--- config.mk ---
export PLATFORM = sky130hd
export DESIGN_NAME = apb_cmd_master
export DESIGN_NICKNAME = d
export VERILOG_FILES = /design/src/rtl/apb_cmd_master_pkg.sv /design/src/rtl/apb_cmd_master.sv
export SDC_FILE = /design/constraint.sdc
export NUM_CORES = 1
export LEC_CHECK = 0
export CAP_MARGIN = 10
export CORE_MARGIN = 2
export CORE_UTILIZATION = 30
export DETAILED_ROUTE_END_ITERATION = 10
export GPL_TIMING_DRIVEN = 0
export PLACE_DENSITY = 0.69
export SYNTH_ARGS = -nofsm -noshare
export SYNTH_HDL_FRONTEND = slang
export SYNTH_SLANG_ARGS = --single-unit
--- constraint.sdc ---
create_clock -name PCLK -period 1.4 [get_ports PCLK]
set_input_delay 0.28 -clock PCLK [delete_from_list [all_inputs] [get_ports PCLK]]
set_output_delay 0.28 -clock PCLK [all_outputs]
set_load 0.005 [all_outputs]
--- src/rtl/apb_cmd_master_pkg.sv ---
// rtl/apb_cmd_master_pkg.sv - shared FSM state and response-flag definitions for apb_cmd_master
package apb_cmd_master_pkg;

    typedef enum logic [1:0] {
        ST_IDLE   = 2'd0,
        ST_SETUP  = 2'd1,
        ST_ACCESS = 2'd2
    } state_t;

    typedef struct packed {
        logic err;
        logic timeout;
    } resp_flags_t;

    localparam resp_flags_t RESP_OK      = '{err: 1'b0, timeout: 1'b0};
    localparam resp_flags_t RESP_SLVERR  = '{err: 1'b1, timeout: 1'b0};
    localparam resp_flags_t RESP_NOSEL   = '{err: 1'b1, timeout: 1'b0};
    localparam resp_flags_t RESP_TIMEOUT = '{err: 1'b1, timeout: 1'b1};

endpackage

--- src/rtl/apb_cmd_master.sv ---
// rtl/apb_cmd_master.sv - command-queue to APB master bridge; APB_CMD_MASTER_TIMEOUT_EN adds an ACCESS-phase timeout
module apb_cmd_master
    import apb_cmd_master_pkg::*;
#(
    parameter int ADDR_W  = 5,
    parameter int DATA_W  = 8,
    parameter int NSEL    = 2,
    parameter int TIMEOUT = 255
) (
    input  logic                     PCLK,
    input  logic                     PRESETN,
    input  logic                     cmd_valid,
    output logic                     cmd_ready,
    input  logic                     cmd_write,
    input  logic [$clog2(NSEL)-1:0]  cmd_sel,
    input  logic [ADDR_W-1:0]        cmd_addr,
    input  logic [DATA_W-1:0]        cmd_wdata,
    output logic                     resp_valid,
    output logic [DATA_W-1:0]        resp_rdata,
    output logic                     resp_err,
    output logic                     resp_timeout,
    output logic [NSEL-1:0]          PSEL,
    output logic                     PENABLE,
    output logic                     PWRITE,
    output logic [ADDR_W-1:0]        PADDR,
    output logic [DATA_W-1:0]        PWDATA,
    input  logic [DATA_W-1:0]        PRDATA,
    input  logic                     PREADY,
    input  logic                     PSLVERR
);

    if (TIMEOUT < 1) begin : g_timeout_check
        $error("TIMEOUT must be at least 1");
    end

    state_t            state;
    logic              sel_ok;
    logic              cmd_sel_ok;
    logic [NSEL-1:0]   sel_dec;
    logic              done;
    resp_flags_t       done_flags;
    logic [DATA_W-1:0] done_rdata;

    always_comb begin
        sel_dec = '0;
        for (int i = 0; i < NSEL; i++) begin
            if (int'(cmd_sel) == i) sel_dec[i] = 1'b1;
        end
    end

    assign cmd_sel_ok = int'(cmd_sel) < NSEL;

`ifdef APB_CMD_MASTER_TIMEOUT_EN
    localparam int TMO_W = $clog2(TIMEOUT + 1);
    logic [TMO_W-1:0] tmo_cnt;
    logic             tmo_hit;
    assign tmo_hit = (tmo_cnt == TMO_W'(TIMEOUT - 1));
`endif

    // An unselected slave cannot answer, so the transfer ends after one ACCESS cycle.
    always_comb begin
        done       = 1'b0;
        done_flags = RESP_OK;
        done_rdata = '0;
        if (state == ST_ACCESS) begin
            if (!sel_ok) begin
                done       = 1'b1;
                done_flags = RESP_NOSEL;
            end else if (PREADY) begin
                done       = 1'b1;
                done_flags = PSLVERR ? RESP_SLVERR : RESP_OK;
                done_rdata = PWRITE ? '0 : PRDATA;
            end
`ifdef APB_CMD_MASTER_TIMEOUT_EN
            else if (tmo_hit) begin
                done       = 1'b1;
                done_flags = RESP_TIMEOUT;
            end
`endif
        end
    end

    always_ff @(posedge PCLK or negedge PRESETN) begin
        if (!PRESETN) begin
            state        <= ST_IDLE;
            cmd_ready    <= 1'b0;
            sel_ok       <= 1'b0;
            PSEL         <= '0;
            PENABLE      <= 1'b0;
            PWRITE       <= 1'b0;
            PADDR        <= '0;
            PWDATA       <= '0;
            resp_valid   <= 1'b0;
            resp_rdata   <= '0;
            resp_err     <= 1'b0;
            resp_timeout <= 1'b0;
`ifdef APB_CMD_MASTER_TIMEOUT_EN
            tmo_cnt      <= '0;
`endif
        end else begin
            resp_valid <= 1'b0;
            case (state)
                ST_IDLE: begin
                    cmd_ready <= 1'b1;
                    if (cmd_valid && cmd_ready) begin
                        state     <= ST_SETUP;
                        cmd_ready <= 1'b0;
                        sel_ok    <= cmd_sel_ok;
                        PSEL      <= sel_dec;
                        PWRITE    <= cmd_write;
                        PADDR     <= cmd_addr;
                        PWDATA    <= cmd_wdata;
                    end
                end
                ST_SETUP: begin
                    state   <= ST_ACCESS;
                    PENABLE <= 1'b1;
`ifdef APB_CMD_MASTER_TIMEOUT_EN
                    tmo_cnt <= '0;
`endif
                end
                ST_ACCESS: begin
                    if (done) begin
                        state        <= ST_IDLE;
                        PSEL         <= '0;
                        PENABLE      <= 1'b0;
                        cmd_ready    <= 1'b1;
                        resp_valid   <= 1'b1;
                        resp_rdata   <= done_rdata;
                        resp_err     <= done_flags.err;
                        resp_timeout <= done_flags.timeout;
                    end
`ifdef APB_CMD_MASTER_TIMEOUT_EN
                    else begin
                        tmo_cnt <= tmo_cnt + 1'b1;
                    end
`endif
                end
                default: state <= ST_IDLE;
            endcase
        end
    end

endmodule

### Yosys cells after proc, flatten, opt, wreduce, memory -nomap -nowiden

Index checks and enable logic that the tools add are counted.

* equality and inequality tests: 4
* bitwise logic cells: 0
* multiplexer cells: 23
* divide/modulo/power cells: 0
* $add $sub $neg: 0
* shift operators: 0
* $lt $le $gt $ge: 0
* multiply operators: 0
* reduce and logical (&&, ||, !) cells: 10

Operator list (number)
* $mux W8: 3
* $mux W2: 6
* $mux W1: 10
* $reduce_and A2 Y1: 5
* $pmux W2 S3: 1
* $ne A2 B2 Y1 const B: 2
* $pmux W1 S2: 2
* $pmux W2 S2: 1
* $reduce_bool A2 Y1: 2
* $reduce_and A3 Y1: 1
* $eq A2 B1 Y1 const B: 1
* $eq A2 B2 Y1 const B: 1
* $logic_not A2 Y1: 1
* $logic_and A1 B1 Y1: 1

* logic and storage cells: 49
* bits in latches: 0
* memories kept: 0
* register bits: 32
* memory bits (writable): 0
* bits in read-only memories: 0

### Depth between registers and ports, before layout

Gate-level depths: netlist (run 1).

* depth after elaboration: 5
* depth in mapped cells: 6
* depth with buffers taken out: 4

### Least setup slack after synthesis (run 1)

Ideal clock, no wire load.

* kind: reg-to-reg
* start: register state[1]
* end: register PSEL[1]
* arrival: 1.039 ns
* setup slack: 0.241 ns
* library setup time: 0.120 ns
* buffers on the path: 1
* period minus slack after synthesis: 1.159 ns
* stages on the path, launching flop included: 6
* cells stage by stage: dfrtp_1 nand4bb_1 buf_4 inv_4 and2_0 a31o_1

* word-level cells in the longest chain between the ends: 4
* elaborated cells between the ends (all ways): 8

Ends and longest elaborated chain
* start: declaration: RTL line apb_cmd_master.sv:36 `state_t state;`
* start signal: assignment: RTL line apb_cmd_master.sv:85 `state <= ST_IDLE;`
* start signal: assignment: RTL line apb_cmd_master.sv:106 `state <= ST_SETUP;`
* start signal: assignment: RTL line apb_cmd_master.sv:116 `state <= ST_ACCESS;`
* $eq A2 B2 Y1: RTL line apb_cmd_master.sv:65, apb_cmd_master.sv:102
* $mux W1: RTL line apb_cmd_master.sv:65 `if (state == ST_ACCESS) begin`
* $ne A2 B2 Y1 (no source line)
* $reduce_and A3 Y1 (no source line)
* end signal: assignment: RTL line apb_cmd_master.sv:109 `PSEL <= sel_dec;`
* end: declaration: RTL line apb_cmd_master.sv:22 `output logic [NSEL-1:0] PSEL,`

Parallel ways exist; a longest one is shown, timed or not.
A chain may end at the register's enable or synchronous reset.

### Worst setup path in the final report (run 1)

* start: register state[1]
* end: register PADDR[1]

* word-level cells in the longest chain between the ends: 2

Ends and longest elaborated chain
* $logic_not A2 Y1: RTL line apb_cmd_master.sv:102 `case (state)`
* $reduce_and A2 Y1 (no source line)
* end signal: assignment: RTL line apb_cmd_master.sv:111 `PADDR <= cmd_addr;`
* end: declaration: RTL line apb_cmd_master.sv:25 `output logic [ADDR_W-1:0] PADDR,`

No other way between the ends.

==> results of run 1 <==
## final cells by class
class | count | area [um^2] | area share
Tap cell | 48 | 60.1 | 0.0319
Clock inverter | 1 | 5.00 | 0.00266
Buffer | 5 | 35.0 | 0.0186
Clock buffer | 7 | 76.3 | 0.0406
Multi-Input combinational cell | 67 | 358 | 0.190
Inverter | 4 | 17.5 | 0.00931
Timing Repair Buffer | 58 | 553 | 0.294
Sequential cell | 31 | 776 | 0.413
## worst max-delay path by stage
stage | startpoint | end | slack (ps) | cells past startpoint
floorplan | state[1] | PSEL[1] | 240 | 5
detailed placement | PREADY | cmd_ready | -150 | 4
global route | sel_ok | cmd_ready | 9 | 4
global placement | PRESETN | PWDATA[1] | -470 | 1
CTS | resp_rdata[3] | resp_rdata[3] | 0.02 | 1
finish | state[1] | PADDR[1] | 100 | 6
## state kept, by name, summed over array words and instances (netlist names)
signal      count
PWDATA          8
resp_rdata      8
PADDR           5
PSEL            2
state           2
PENABLE         1
PWRITE          1
cmd_ready       1
resp_err        1
resp_valid      1
sel_ok          1
## power by group
part | internal [mW] | total (mW) | switching, mW
registers | 1.30 | 1.51 | 0.212
logic | 0.798 | 1.43 | 0.631
clock network | 0.348 | 0.646 | 0.299
total | 2.44 | 3.58 | 1.14
## critical path, stage by stage, from the launching register on
cell and delay [ps]:
dfrtp_1 440, nand4bb_1 200, buf_4 190, inv_4 100, buf_4 180, nand2_1 70, nand2_1 60
## per-layer routing
| metal | vias to the layer above | global-route usage | share of wire |
|---|---|---|---|
| met5 | - | 0 | 0 |
| met4 | 0 | 0.0842 | 0.011 |
| met3 | 4 | 0.0456 | 0.092 |
| met2 | 42 | 0.264 | 0.49 |
| met1 | 478 | 0.159 | 0.41 |
| li1 | 473 | - | - |
## logic make-up (layout without fill, tap and decap cells)
group | after synthesis | after routing | share of synthesized area
AO/OA/AOI/OAI | 14 | 14 | 0.101
multiplexers | 1 | 1 | 0.00951
other | 1 | 1 | 0.00317
AND/OR/NAND/NOR | 51 | 51 | 0.188
buffers and inverters | 9 | 75 | 0.0423
flip-flops | 31 | 31 | 0.655
## synth_stat cells
cell type	count
dfrtp_1	31
nand4bb_1	1
inv_4	1
a31o_1	1
nor3b_4	1
and2_0	1
nor2_1	3
buf_4	3
o2bb2ai_1	1
o22ai_1	1
o21ai_0	1
nand3b_1	1
mux2_2	1
inv_1	3
a31o_2	1
a22o_1	8
nand2b_1	1
o211ai_2	1
buf_2	2
nand2_1	43
conb_1	1
## repair_timing
item                                    CTS  global route
hold buffers                              0             0
pin swaps                                 0             0
gates resized for setup                  26             3
endpoints found under the setup margin   26             3
setup buffers                             1             1
==> flow_summary.yaml, run 1 <==
drt:
  vias_per_cell: 4.51
  drt_iter0_drc: 47
  routed-via-count: 997
  wl_um: 2910
  dr.pass1.iters: 4
  wire_per_inst_um: 13.2
  post-route-drc-count: 0
  ant_nets: 0
placement:
  io_buffers: 55
  place_ws_ps: -154
  dp_hpwl_um: 2120
  gp_congestion: 0.682
  placed_area_um2: 1810
  placedCellCount: 211
synthesis:
  synth_top_cells_by_area: "dfrtp_1, nand2_1, a22o_1"
  synthDistinctLibCells: 21
  syn_nets: 135
  synth_top_area_frac: 0.655
  ys_ff_latch: 31
  ys_seq_area_frac: 0.655
  ys_warn_count: 0
  synth_area_leader_cell: "dfrtp_1"
  synth_area_per_cell_um2: 11.1
  synthCells: 107
  synth.cell_area_um2: 1180
sta:
  timing.hold.ws_ps: 466
  fmax_ghz: 0.771
  fin_skew_ps: 4.27
  timing.max_slew.rel_slack: 0.463
  worst_slack_ps: 103
  worstMarginPinSlew_ps: 803
  final-hold-violation-count: 0
  maxSlewViolCount: 0
  rsz0062_at_grt: "false"
  period_minus_slack_ps: 1300
  setup_viol: 0
  tns_ps: 0
  fin_crit_sh: 0.926
power:
  finalPower_mw: 3.58
  p_leak_nw: 0.987
  irDropWorstVdd_mv: 0.696
  power_density_nw_per_um2: 1910
setup_path:
  crit_fanout: 10
  crit_required_ps: 1620
  cp-end-kind: "register"
  crit_type: "reg -> reg"
  reg2reg_slack_ps: 100
  r2r-start: "state[1]"
  cp-start-kind: "register"
  reg2regPathDepth: 6
  r2r-end: "PADDR[1]"
  crit_arrival_ps: 1510
cells_and_area:
  final_area_um2: 1880
  fill_cells: 367
  finalNetCount: 200
  drive_gt1_frac: 0.110
  final_cell_mix: "nand2_1, dfrtp_1, clkdlybuf4s50_1"
  postLayoutCoreUtil: 0.506
  fin_cells: 221
  antennaDiodeCount: 0
  syn_to_final_growth_pct: 58.9
  layout_commonest_cell: "nand2_1"
clock_tree:
  clk_pin_slew_ps: 60
  clock_latency_ps: 280
  clockBufferDepth: 2
  cts_tree: "yes"
  cts_root_buffer: "clkbuf_8"
  cts_made_buffers: 5
  cts_sinks: 31
  h-tree-depth: 2
global_route:
  antenna_found_initial: 0
  grt_max_degree: 18
  grt_pass1_vias: 1094
  grt_pass1_wl_um: 4890
  grt_overflow: 0
  grt_use_total: 0.151
floorplanning:
  die_height_um: 66.8
  start_util: 0.319
  io_pins: 57
  core_um2: 3720
  rows: 22
  die_area_um2: 4460
  fp.dieW_um: 66.8
run:
  max_cap_violations: 0
hold_path:
  hp-class: "in -> async"
status:
  status: "completed"
(Power assumes the default switching activity.)
==> inputs of run 2 (changes only) <==
- PLACE_DENSITY: 0.69 -> 0.72
- clock period: 1.4 -> 1.15 ns (I/O delays scaled with it)
==> run 2 against run 1 <==
Effect of this change:
- the flow now finishes with violations (setup timing)
- cell area increased by 17%
- highest routed layer unchanged
- fmax increased by 3.0%
- count of clock-buffer cells in the layout decreased by 1
- die area stayed put
- clock power rose by 70%
- final cell count is 8.6% higher
==> flow_summary.yaml, run 2 (synthesis gave the netlist of run 1 again) <==
placement:
  placed_area_um2: 1830
  dp_hpwl_um: 2160
  placedCellCount: 211
  io_buffers: 55
  gp_congestion: 0.608
setup_path:
  crit_type: "reg -> reg"
  cp-end-kind: "register"
  slowest_stage: "dfrtp_1"
  cp-start-kind: "register"
  r2r-end: "PSEL[1]"
  r2r-start: "cmd_ready"
  reg2reg_slack_ps: -110
  crit_required_ps: 1320
  critPathMaxStageDelay_ps: 390
  crit_start: "cmd_ready"
  crit_path_end: "PSEL[1]"
  crit_fanout: 8
  reg2regPathDepth: 6
  crit_path_frequent_cell: "buf_6"
  crit_arrival_ps: 1430
  crit_chain: "buf_6 -> nand4bb_1 -> buf_6 -> inv_8 -> and2_4 -> a31o_1"
drt:
  wire_per_inst_um: 13.5
  wl_um: 3230
  routed-via-count: 1076
  drt_iter0_drc: 32
  vias_per_cell: 4.48
  dr.pass1.iters: 4
  post-route-drc-count: 0
  ant_nets: 0
clock_tree:
  cts_root_buffer: "clkbuf_8"
  clock_latency_ps: 280
  h-tree-depth: 2
  cts_hold_buffers: 0
  cts_made_buffers: 5
  cts_sinks: 31
  cts_tree: "yes"
  clk_pin_slew_ps: 70
  clockBufferDepth: 2
global_route:
  grt_overflow: 0
  antenna_found_initial: 0
  grt_pass1_vias: 1147
  grt_max_degree: 17
  grt_use_total: 0.168
  grt_pass1_wl_um: 5340
power:
  power_density_nw_per_um2: 2510
  irDropWorstVdd_mv: 1.06
  p_leak_nw: 1.09
  finalPower_mw: 5.53
cells_and_area:
  postLayoutCoreUtil: 0.593
  final_area_um2: 2200
  finalNetCount: 219
  layout_commonest_cell: "dfrtp_1"
  drive_gt1_frac: 0.391
  antennaDiodeCount: 0
  fin_cells: 240
  top_regs: "PWDATA x8, resp_rdata x8, PADDR x5"
  regArea_um2: 777
  fill_cells: 315
  syn_to_final_growth_pct: 86.2
  multi_input_area_um2: 440
  final_cell_mix: "dfrtp_1, clkdlybuf4s50_1, nand2_2"
sta:
  fmax_ghz: 0.794
  fin_crit_sh: 1.09
  worstMarginPinSlew_ps: 825
  period_minus_slack_ps: 1260
  timing.max_slew.rel_slack: 0.449
  rsz0062_at_grt: "true"
  final-hold-violation-count: 0
  maxSlewViolCount: 0
  setup_viol: 26
  worst_slack_ps: -109
  fin_skew_ps: 4.03
  tns_ps: -1410
status:
  violations: "setup timing"
  status: "finished, violations left"
floorplanning:
  start_util: 0.319
  die_height_um: 66.8
  io_pins: 57
  core_um2: 3720
  die_area_um2: 4460
  rows: 22
  fp.dieW_um: 66.8
run:
  max_cap_violations: 0
hold_path:
  hp-class: "in -> async"
==> run 2: cell types whose count changed in the layout (fill, tap and decap cells not counted), moves of 2 or more <==
cell and delta:
dlygate4sd2_1 -25, nand2_1 -23, buf_6 +9, clkdlybuf4s50_1 -2
nand2_2 +22, clkbuf_2 +9, buf_4 +11, clkbuf_1 -2
clkdlybuf4s15_1 +18
==> run 2: through the flow <==
step | hold WS (ps) | worst slack (ps)
2_1_floorplan | -65.6 | 3.40
5_1_grt | 86.4 | -161
3_3_place_gp | 460 | -644
4_1_cts | 388 | -80.0
3_5_place_dp | 462 | -347
6_report | 30.7 | -109
==> run 2: area by class of cell <==
class / instances / share of cell area
buffer: 5 / 0.0256
clock buffer: 6 / 0.0375
clock inverter: 2 / 0.0159
inverter: 4 / 0.0102
multi-input combinational: 67 / 0.200
sequential: 31 / 0.353
tap: 48 / 0.0273
timing repair buffer: 77 / 0.331
==> run 2: worst min-delay path by stage <==
| stage | cells past startpoint | end | slack [ps] |
|---|---|---|---|
| CTS | 2 | state[1] | 390 |
| detailed placement | 2 | PWDATA[3] | 460 |
| global route | 1 | resp_err | 90 |
| global placement | 2 | PWDATA[0] | 460 |
| finish | 1 | resp_err | 30 |
| floorplan | 0 | PADDR[0] | -70 |
==> run 2: repair_timing <==
item	4_1_cts	5_1_grt
setup endpoints to repair	53	36
pin swaps	18	16
cloned	1	1
endpoints found under the hold margin	0	0
resized for setup	75	37
setup buffers	17	2
==> run 2: worst max-delay path: cells and delay by family, from the launching register on <==
kind            cells  cell delay [ps]
compound gates      1              170
buf+inv             3              360
flops               1              390
simple gates        2              230
==> run 2: layer usage <==
layer  share of wire  vias up  routed length, um  GRT usage
met5               0        -                  0          0
met2            0.51       43               1640      0.280
li1                -      512                  -          -
met3           0.085        7                273     0.0676
met4           0.022        0                 71     0.0791
met1            0.39      514               1250      0.186
==> run 2: report_power, final <==
part | switching [mW] | leakage, nW | internal [mW]
combinational | 1.01 | 0.642 | 1.54
sequential | 0.293 | 0.382 | 1.58
clock | 0.395 | 0.0612 | 0.700
==> inputs of run 3 (changes only) <==
- CTS_CLUSTER_SIZE: default -> 20
- GPL_ROUTABILITY_DRIVEN: default -> 0
==> results of run 3 <==
The final DEF is identical to that of run 2; final timing and power are the same.
